## config.mk

```make
export PLATFORM = sky130hd
export DESIGN_NAME = coproc_host_driver
export DESIGN_NICKNAME = d
export VERILOG_FILES = /design/src/rtl/coproc_host_driver.sv
export SDC_FILE = /design/constraint.sdc
export NUM_CORES = 1
export LEC_CHECK = 0
export ABC_AREA = 1
export BUFFER_PORTS_ARGS = -buffer_cell sky130_fd_sc_hd__buf_2
export CORE_MARGIN = 2
export CORE_UTILIZATION = 54
export DETAILED_ROUTE_END_ITERATION = 12
export PLACE_DENSITY_LB_ADDON = 0.15
export SYNTH_ARGS = -nofsm -noshare
export SYNTH_HDL_FRONTEND = slang
export SYNTH_SLANG_ARGS = --single-unit
```

## constraint.sdc

```tcl
create_clock -name clk -period 2.6 [get_ports clk]
set_input_delay 0 -clock clk [delete_from_list [all_inputs] [get_ports clk]]
set_output_delay 0 -clock clk [all_outputs]
set_load 0.01 [all_outputs]
```

## src/rtl/coproc_host_driver.sv

```systemverilog
// Host-side initiator for the bit-matrix systolic coprocessor: operand streaming, flush, row readout.
// Define COPROC_DRV_HELLO_CHECK_EN to add the sayhi greeting self-check (hello_req/done/pass).

module coproc_host_driver #(
    parameter int N = 8
) (
    input  logic       clk,
    input  logic       reset,
    input  logic       op_valid,
    output logic       op_ready,
    input  logic [7:0] op_a,
    input  logic [7:0] op_b,
    input  logic       cfg_xor,
    input  logic       rd_req,
    output logic       rd_ack,
    output logic       res_valid,
    output logic [7:0] res_data,
    output logic [2:0] res_row,
    output logic       res_last,
    output logic       busy,
    output logic [7:0] cp_ui_in,
    output logic       cp_sayhi,
    output logic       cp_readout,
    output logic       cp_usexor,
`ifdef COPROC_DRV_HELLO_CHECK_EN
    input  logic       hello_req,
    output logic       hello_done,
    output logic       hello_pass,
`endif
    input  logic [7:0] cp_uo_out
);

    localparam logic [1:0] ST_STREAM = 2'd0;
    localparam logic [1:0] ST_FLUSH  = 2'd1;
    localparam logic [1:0] ST_READ   = 2'd2;
`ifdef COPROC_DRV_HELLO_CHECK_EN
    localparam logic [1:0] ST_HELLO  = 2'd3;
`endif

    localparam logic [7:0] FLUSH_LAST = 8'(2 * N - 1);
    localparam logic [7:0] READ_LAST  = 8'(N);

    logic [1:0] state_q, state_d;
    logic       ph_q, ph_d;
    logic [7:0] cnt_q, cnt_d;
    logic       pend_b_q, pend_b_d;
    logic [7:0] b_hold_q, b_hold_d;
    logic       xor_q, xor_d;
    logic       arm_q, arm_d;
    logic [7:0] ui_q, ui_d;
    logic       rdo_q, rdo_d;
    logic       rv_q, rv_d;
    logic [7:0] rdat_q, rdat_d;
    logic [2:0] rrow_q, rrow_d;
    logic       rlast_q, rlast_d;

    logic       stream_b;
    logic       op_acc;

`ifdef COPROC_DRV_HELLO_CHECK_EN
    logic       hi_q, hi_d;
    logic       hok_q, hok_d;
    logic       hdone_q, hdone_d;
    logic       hpass_q, hpass_d;
    logic       hello_acc;
    logic       hmatch;

    function automatic logic [7:0] hello_byte(input logic [3:0] k);
        logic [7:0] b;
        case (k)
            4'd3:    b = 8'h49;
            4'd4:    b = 8'h20;
            4'd5:    b = 8'h61;
            4'd6:    b = 8'h6D;
            4'd7:    b = 8'h20;
            4'd8:    b = 8'h50;
            4'd9:    b = 8'h72;
            4'd10:   b = 8'h6F;
            4'd11:   b = 8'h62;
            4'd12:   b = 8'h6F;
            4'd13:   b = 8'h74;
            4'd14:   b = 8'h21;
            default: b = 8'h00;
        endcase
        return b;
    endfunction
`endif

    // Handshakes only open on the in2 slot so each accepted pair starts on phase A.
    assign stream_b = !reset && (state_q == ST_STREAM) && ph_q;
    assign rd_ack   = stream_b && rd_req;
    assign op_ready = stream_b && !rd_req;
    assign op_acc   = op_valid && op_ready;

`ifdef COPROC_DRV_HELLO_CHECK_EN
    assign hello_acc = stream_b && !rd_req && !op_acc && hello_req;
    assign hmatch    = (cp_uo_out == hello_byte(cnt_q[3:0]));
`endif

    always_comb begin
        state_d  = state_q;
        ph_d     = (state_q == ST_READ) ? 1'b0 : ~ph_q;
        cnt_d    = cnt_q;
        pend_b_d = 1'b0;
        b_hold_d = b_hold_q;
        xor_d    = xor_q;
        arm_d    = arm_q;
        ui_d     = 8'h00;
        rdo_d    = 1'b0;
        rv_d     = 1'b0;
        rdat_d   = 8'h00;
        rrow_d   = 3'd0;
        rlast_d  = 1'b0;
`ifdef COPROC_DRV_HELLO_CHECK_EN
        hi_d     = 1'b0;
        hok_d    = hok_q;
        hdone_d  = 1'b0;
        hpass_d  = 1'b0;
`endif
        unique case (state_q)
            ST_STREAM: begin
                if (pend_b_q) begin
                    ui_d = b_hold_q;
                end
                if (op_acc) begin
                    ui_d     = op_a;
                    b_hold_d = op_b;
                    pend_b_d = 1'b1;
                    if (arm_q) begin
                        xor_d = cfg_xor;
                        arm_d = 1'b0;
                    end
                end
                if (rd_ack) begin
                    state_d = ST_FLUSH;
                    cnt_d   = 8'd0;
                end
`ifdef COPROC_DRV_HELLO_CHECK_EN
                if (hello_acc) begin
                    state_d = ST_HELLO;
                    cnt_d   = 8'd0;
                    hi_d    = 1'b1;
                    hok_d   = 1'b1;
                end
`endif
            end
            ST_FLUSH: begin
                cnt_d = cnt_q + 8'd1;
                if (cnt_q == FLUSH_LAST) begin
                    state_d = ST_READ;
                    cnt_d   = 8'd0;
                    rdo_d   = 1'b1;
                end
            end
            ST_READ: begin
                rdo_d = (cnt_q != READ_LAST);
                cnt_d = cnt_q + 8'd1;
                // Slot r = 0 only primes the output mux; rows arrive from r = 1.
                if (cnt_q != 8'd0) begin
                    rv_d    = 1'b1;
                    rdat_d  = cp_uo_out;
                    rrow_d  = 3'(N - int'(cnt_q));
                    rlast_d = (cnt_q == READ_LAST);
                end
                if (cnt_q == READ_LAST) begin
                    state_d = ST_STREAM;
                    cnt_d   = 8'd0;
                    arm_d   = 1'b1;
                end
            end
`ifdef COPROC_DRV_HELLO_CHECK_EN
            ST_HELLO: begin
                cnt_d = cnt_q + 8'd1;
                hok_d = hok_q && hmatch;
                hi_d  = (cnt_q != 8'd15);
                if (cnt_q == 8'd15) begin
                    state_d = ST_STREAM;
                    cnt_d   = 8'd0;
                    hdone_d = 1'b1;
                    hpass_d = hok_q && hmatch;
                end
            end
`endif
            default: begin
                state_d = ST_STREAM;
            end
        endcase
    end

    always_ff @(posedge clk) begin
        if (reset) begin
            state_q  <= ST_STREAM;
            ph_q     <= 1'b0;
            cnt_q    <= 8'd0;
            pend_b_q <= 1'b0;
            b_hold_q <= 8'h00;
            xor_q    <= 1'b0;
            arm_q    <= 1'b1;
            ui_q     <= 8'h00;
            rdo_q    <= 1'b0;
            rv_q     <= 1'b0;
            rdat_q   <= 8'h00;
            rrow_q   <= 3'd0;
            rlast_q  <= 1'b0;
        end else begin
            state_q  <= state_d;
            ph_q     <= ph_d;
            cnt_q    <= cnt_d;
            pend_b_q <= pend_b_d;
            b_hold_q <= b_hold_d;
            xor_q    <= xor_d;
            arm_q    <= arm_d;
            ui_q     <= ui_d;
            rdo_q    <= rdo_d;
            rv_q     <= rv_d;
            rdat_q   <= rdat_d;
            rrow_q   <= rrow_d;
            rlast_q  <= rlast_d;
        end
    end

`ifdef COPROC_DRV_HELLO_CHECK_EN
    always_ff @(posedge clk) begin
        if (reset) begin
            hi_q    <= 1'b0;
            hok_q   <= 1'b0;
            hdone_q <= 1'b0;
            hpass_q <= 1'b0;
        end else begin
            hi_q    <= hi_d;
            hok_q   <= hok_d;
            hdone_q <= hdone_d;
            hpass_q <= hpass_d;
        end
    end

    assign cp_sayhi   = hi_q;
    assign hello_done = hdone_q;
    assign hello_pass = hpass_q;
`else
    assign cp_sayhi   = 1'b0;
`endif

    assign busy       = (state_q == ST_FLUSH) || (state_q == ST_READ);
    assign cp_ui_in   = ui_q;
    assign cp_readout = rdo_q;
    assign cp_usexor  = xor_q;
    assign res_valid  = rv_q;
    assign res_data   = rdat_q;
    assign res_row    = rrow_q;
    assign res_last   = rlast_q;

endmodule
```

==> impl_results.rst <==
.. list-table::
   :header-rows: 1

   * - Metric
     - Value
   * - Status
     - completed
   * - Die Footprint
     - about 3900 sq um
   * - Unique cell type count in the Yosys netlist
     - 27
   * - Fill cell instance count of the final layout
     - 271
   * - Class of the most critical hold timing path
     - in2reg
   * - Fraction of final layout cells sized beyond drive strength 1
     - around 22%
   * - Mapped Avg Cell Area
     - between 7 and 8 sq um
   * - Final standard cell utilization of the core
     - about three quarters
   * - Hold_sp
     - op_valid
   * - Post-CTS Repair Setup Buffers
     - 0
   * - Min cycle time layout
     - about 1.7 ns
   * - DP Wirelength
     - ~2.6 mm
   * - Maximum number of pins on one net before global-route repair
     - 20
   * - Nets
     - 357
   * - Post-detailed-route DRC marker count
     - 0
   * - CP Capture Type
     - flip-flop
   * - Worst-path fanout max
     - 19
   * - Clk network pwr share
     - about a quarter
   * - Simple-gate share of the synthesized area
     - 29.3%
   * - Yosys warns
     - 0
   * - Setup repair after global routing missed its margin
     - false
   * - Global-route wire length before repair
     - between 7 and 8 mm
   * - R2r startpoint
     - state_q[1]$_SDFFE_PP0P_
   * - Mapped cell area
     - 1830 sq um
   * - Ratio of final minimum period to clock period
     - about two thirds
   * - P per Cell Area
     - between 700 and 800 nW/um^2
   * - Vertical die dimension
     - about 62 microns
   * - Comb power frac
     - about a third
   * - Synthesized Nets
     - 276
   * - Number of maximum-capacitance constraint violations
     - 0
   * - Max-slew violation total from the final report
     - 0
   * - Width of the chip
     - roughly 62 microns
   * - Compound-Gate Fraction of Synth Area
     - roughly a tenth
   * - Detail Route Antenna Nets
     - 0
   * - Cell-internal power
     - 1140 uW
   * - Congestion Overflow GR
     - 0
   * - Startpoint class of the critical path
     - flip-flop
   * - Final GP Congestion
     - approximately 0.88
   * - Ports
     - 56
   * - Total clock buffers created by CTS
     - 5
   * - Number of antenna repair diodes
     - 0
   * - Clock latency at the later pin of the worst-skew pair
     - ~0.34 ns
   * - Worst setup path startpoint
     - state_q[1]$_SDFFE_PP0P_
   * - Initial standard-cell utilization of the core
     - 55.4%
   * - Share of synthesized area spent on multiplexers
     - 0%
   * - Switching power share of the total
     - approximately a third
   * - CTS sink cnt
     - 44
   * - Number of placement rows
     - 21
   * - Detailed router's first-iteration violation count
     - 122
   * - H-tree depth
     - 2
   * - Final sum of negative setup slack
     - 0 ns
   * - Worst vdd ir
     - a little under 500 uV
   * - Routed length per instance
     - 11.4 microns
   * - Largest family of logic cells by synthesized area
     - simple AND/OR/NAND/NOR gates
   * - Sequential element share of the synthesized area
     - 48.0%
   * - Worst EP arrival
     - 1.99 ns
   * - Synth-to-Final Area Change
     - 34.7%
   * - Reg area
     - ~880 sq um
   * - Worst-path clk slew
     - 0.13 ns
   * - Initial antenna violation count
     - 0
   * - Data required time of the critical path
     - between 2 and 3 ns
   * - Number of endpoints failing setup at the final stage
     - 0
   * - Overall routing resource usage
     - 22.8%
   * - Floorplan core area
     - between 3000 and 4000 sq um
   * - Total count of hold-check failures in the final report
     - 0
   * - Number of global-route vias before repair
     - ~1600
   * - Synthesized flop and latch total
     - 44
   * - Xor and xnor fraction of the mapped netlist area
     - 0%
   * - Wirelength, routed
     - approximately 4.2 mm
   * - Number of instances in the synthesized netlist
     - between 200 and 250
   * - Via count of the routed design
     - about 1800
   * - Count of buffers inserted at the top-level ports
     - between 50 and 60
   * - Number of search-and-repair iterations in the first detailed-routing pass
     - 5
   * - Category of the critical setup timing path
     - reg2reg
   * - Timing-limited maximum frequency
     - between 500 and 600 MHz
   * - Cell depth of the worst flop-to-flop path
     - 9
   * - Sequential fraction of design power
     - around two fifths
   * - Synth Area in Adders
     - between 4 and 5%
   * - Cell count of the worst hold path
     - 4
   * - Net switching component of the power
     - approximately 620 uW
   * - Maximum number of buffers from clock root to sink
     - 2
   * - CTS tree
     - done
   * - Area used by multi-input combinational logic
     - between 800 and 900 sq um
   * - LEAKAGE
     - between 0.001 and 0.0015 uW
   * - Clock root buffer master
     - clkbuf_4
   * - Setup skew after layout
     - between 0.01 and 0.015 ns
   * - Vias per Instance
     - approximately 4.8
## cells in the final DEF (no fill, tap or decap), types with 2 or more instances in the layout
cell type	n
ha_1	7
nand2_2	2
o21ai_0	5
dfxtp_1	44
buf_2	54
a21oi_1	22
o21bai_1	2
nor2_1	33
inv_1	23
inv_2	2
nand2_4	2
nor3_1	4
nand3_1	24
nand2_1	55
dlygate4sd3_1	26
clkbuf_4	5
## through the flow
step | setup WS (ns) | area [sq um] | std cells | hold slack (ns) | power (uW)
final | 0.855 | 2470 | 368 | 0.0684 | 1760
after global routing | 0.728 | 2470 | 368 | 0.0486 | 1880
after CTS | 0.880 | 2460 | 367 | 0.00336 | 1760
after detailed placement | 0.893 | 2120 | 334 | 0.220 | 1290
after global placement | 0.951 | 2120 | 334 | 0.214 | 1280
after floorplan | 0.990 | 1830 | 240 | 0.0344 | 1150
## path summary, 6_finish.rpt
kind | slack, ns | endpoint
min reg2reg | 0.48 | b_hold_q[5]$_SDFFE_PP0P_
max | 0.85 | cp_usexor$_SDFFE_PP0P_
min | 0.07 | b_hold_q[5]$_SDFFE_PP0P_
max reg2reg | 0.85 | cp_usexor$_SDFFE_PP0P_
## sequential cells by signal, summed over array words and instances (netlist names)
register	count
arm_q	1
cp_ui_in	8
cp_usexor	1
state_q	2
pend_b_q	1
ph_q	1
res_last	1
cp_readout	1
res_data	8
b_hold_q	8
cnt_q	8
res_row	3
res_valid	1
## critical path, cell delays in order, from the launching register on
cell and delay, ns:
dfxtp_1 0.35, inv_1 0.12, ha_1 0.26, nand2_4 0.12, nor3b_4 0.25, nand2_4 0.18, inv_6 0.16, nand2_1 0.08
nand2_1 0.07, a21oi_1 0.05
## power groups by stage
stage | clock network [uW] | logic, uW | registers [uW]
after floorplan | 0 | 408 | 743
after global placement | 0 | 534 | 745
after detailed placement | 0 | 547 | 746
after CTS | 452 | 576 | 731
after global routing | 494 | 654 | 736
final | 449 | 576 | 732
## timing repair
item                      4_1_cts  5_1_grt
resized for setup               0        0
hold buffers                   25        1
hold endpoints to repair       25        4
## synth_stat cells (all sizes together)
cell type | instances | area share, %
o21ai | 6 | 1.8
nand3 | 24 | 6.5
nor2 | 33 | 6.8
a21oi | 23 | 6.5
o21bai | 2 | 0.82
nor3 | 4 | 1.1
ha | 7 | 4.8
dfxtp | 44 | 48
inv | 26 | 5.6
clkinv | 1 | 0.20
nand4 | 1 | 0.34
a21boi | 1 | 0.41
nor3b | 2 | 1.4
nand2 | 59 | 13
conb | 1 | 0.20
buf | 5 | 2.1
clkbuf | 1 | 0.20
## logic make-up (layout without fill, tap and decap cells)
| family | Yosys count | count (layout) |
|---|---|---|
| adder cells (fa/ha/maj) | 7 | 7 |
| AO/OA/AOI/OAI | 32 | 32 |
| flip-flops | 44 | 44 |
| other | 1 | 1 |
| buffers and inverters | 33 | 115 |
| AND/OR/NAND/NOR | 123 | 123 |
## final cells by class
cell class              count  share of cell area [%]
flip-flops and latches     44                    35.7
multi-input cells         163                    32.6
repair buffers             80                    21.5
inverters                  27                    4.31
well taps                  46                    2.33
clock buffers               6                    2.08
clock inverters             2                    1.57
## routing by layer
metal,part of all wire [%],vias up,wire length (microns),GRT usage (%)
met2,47,65,1960,37.8
li1,-,921,-,-
met3,6.1,6,255,5.98
met1,46,765,1940,29.1
met4,1.3,0,53,7.50
met5,0,-,0,0
No activity file was read; power rests on OpenSTA's default activity.
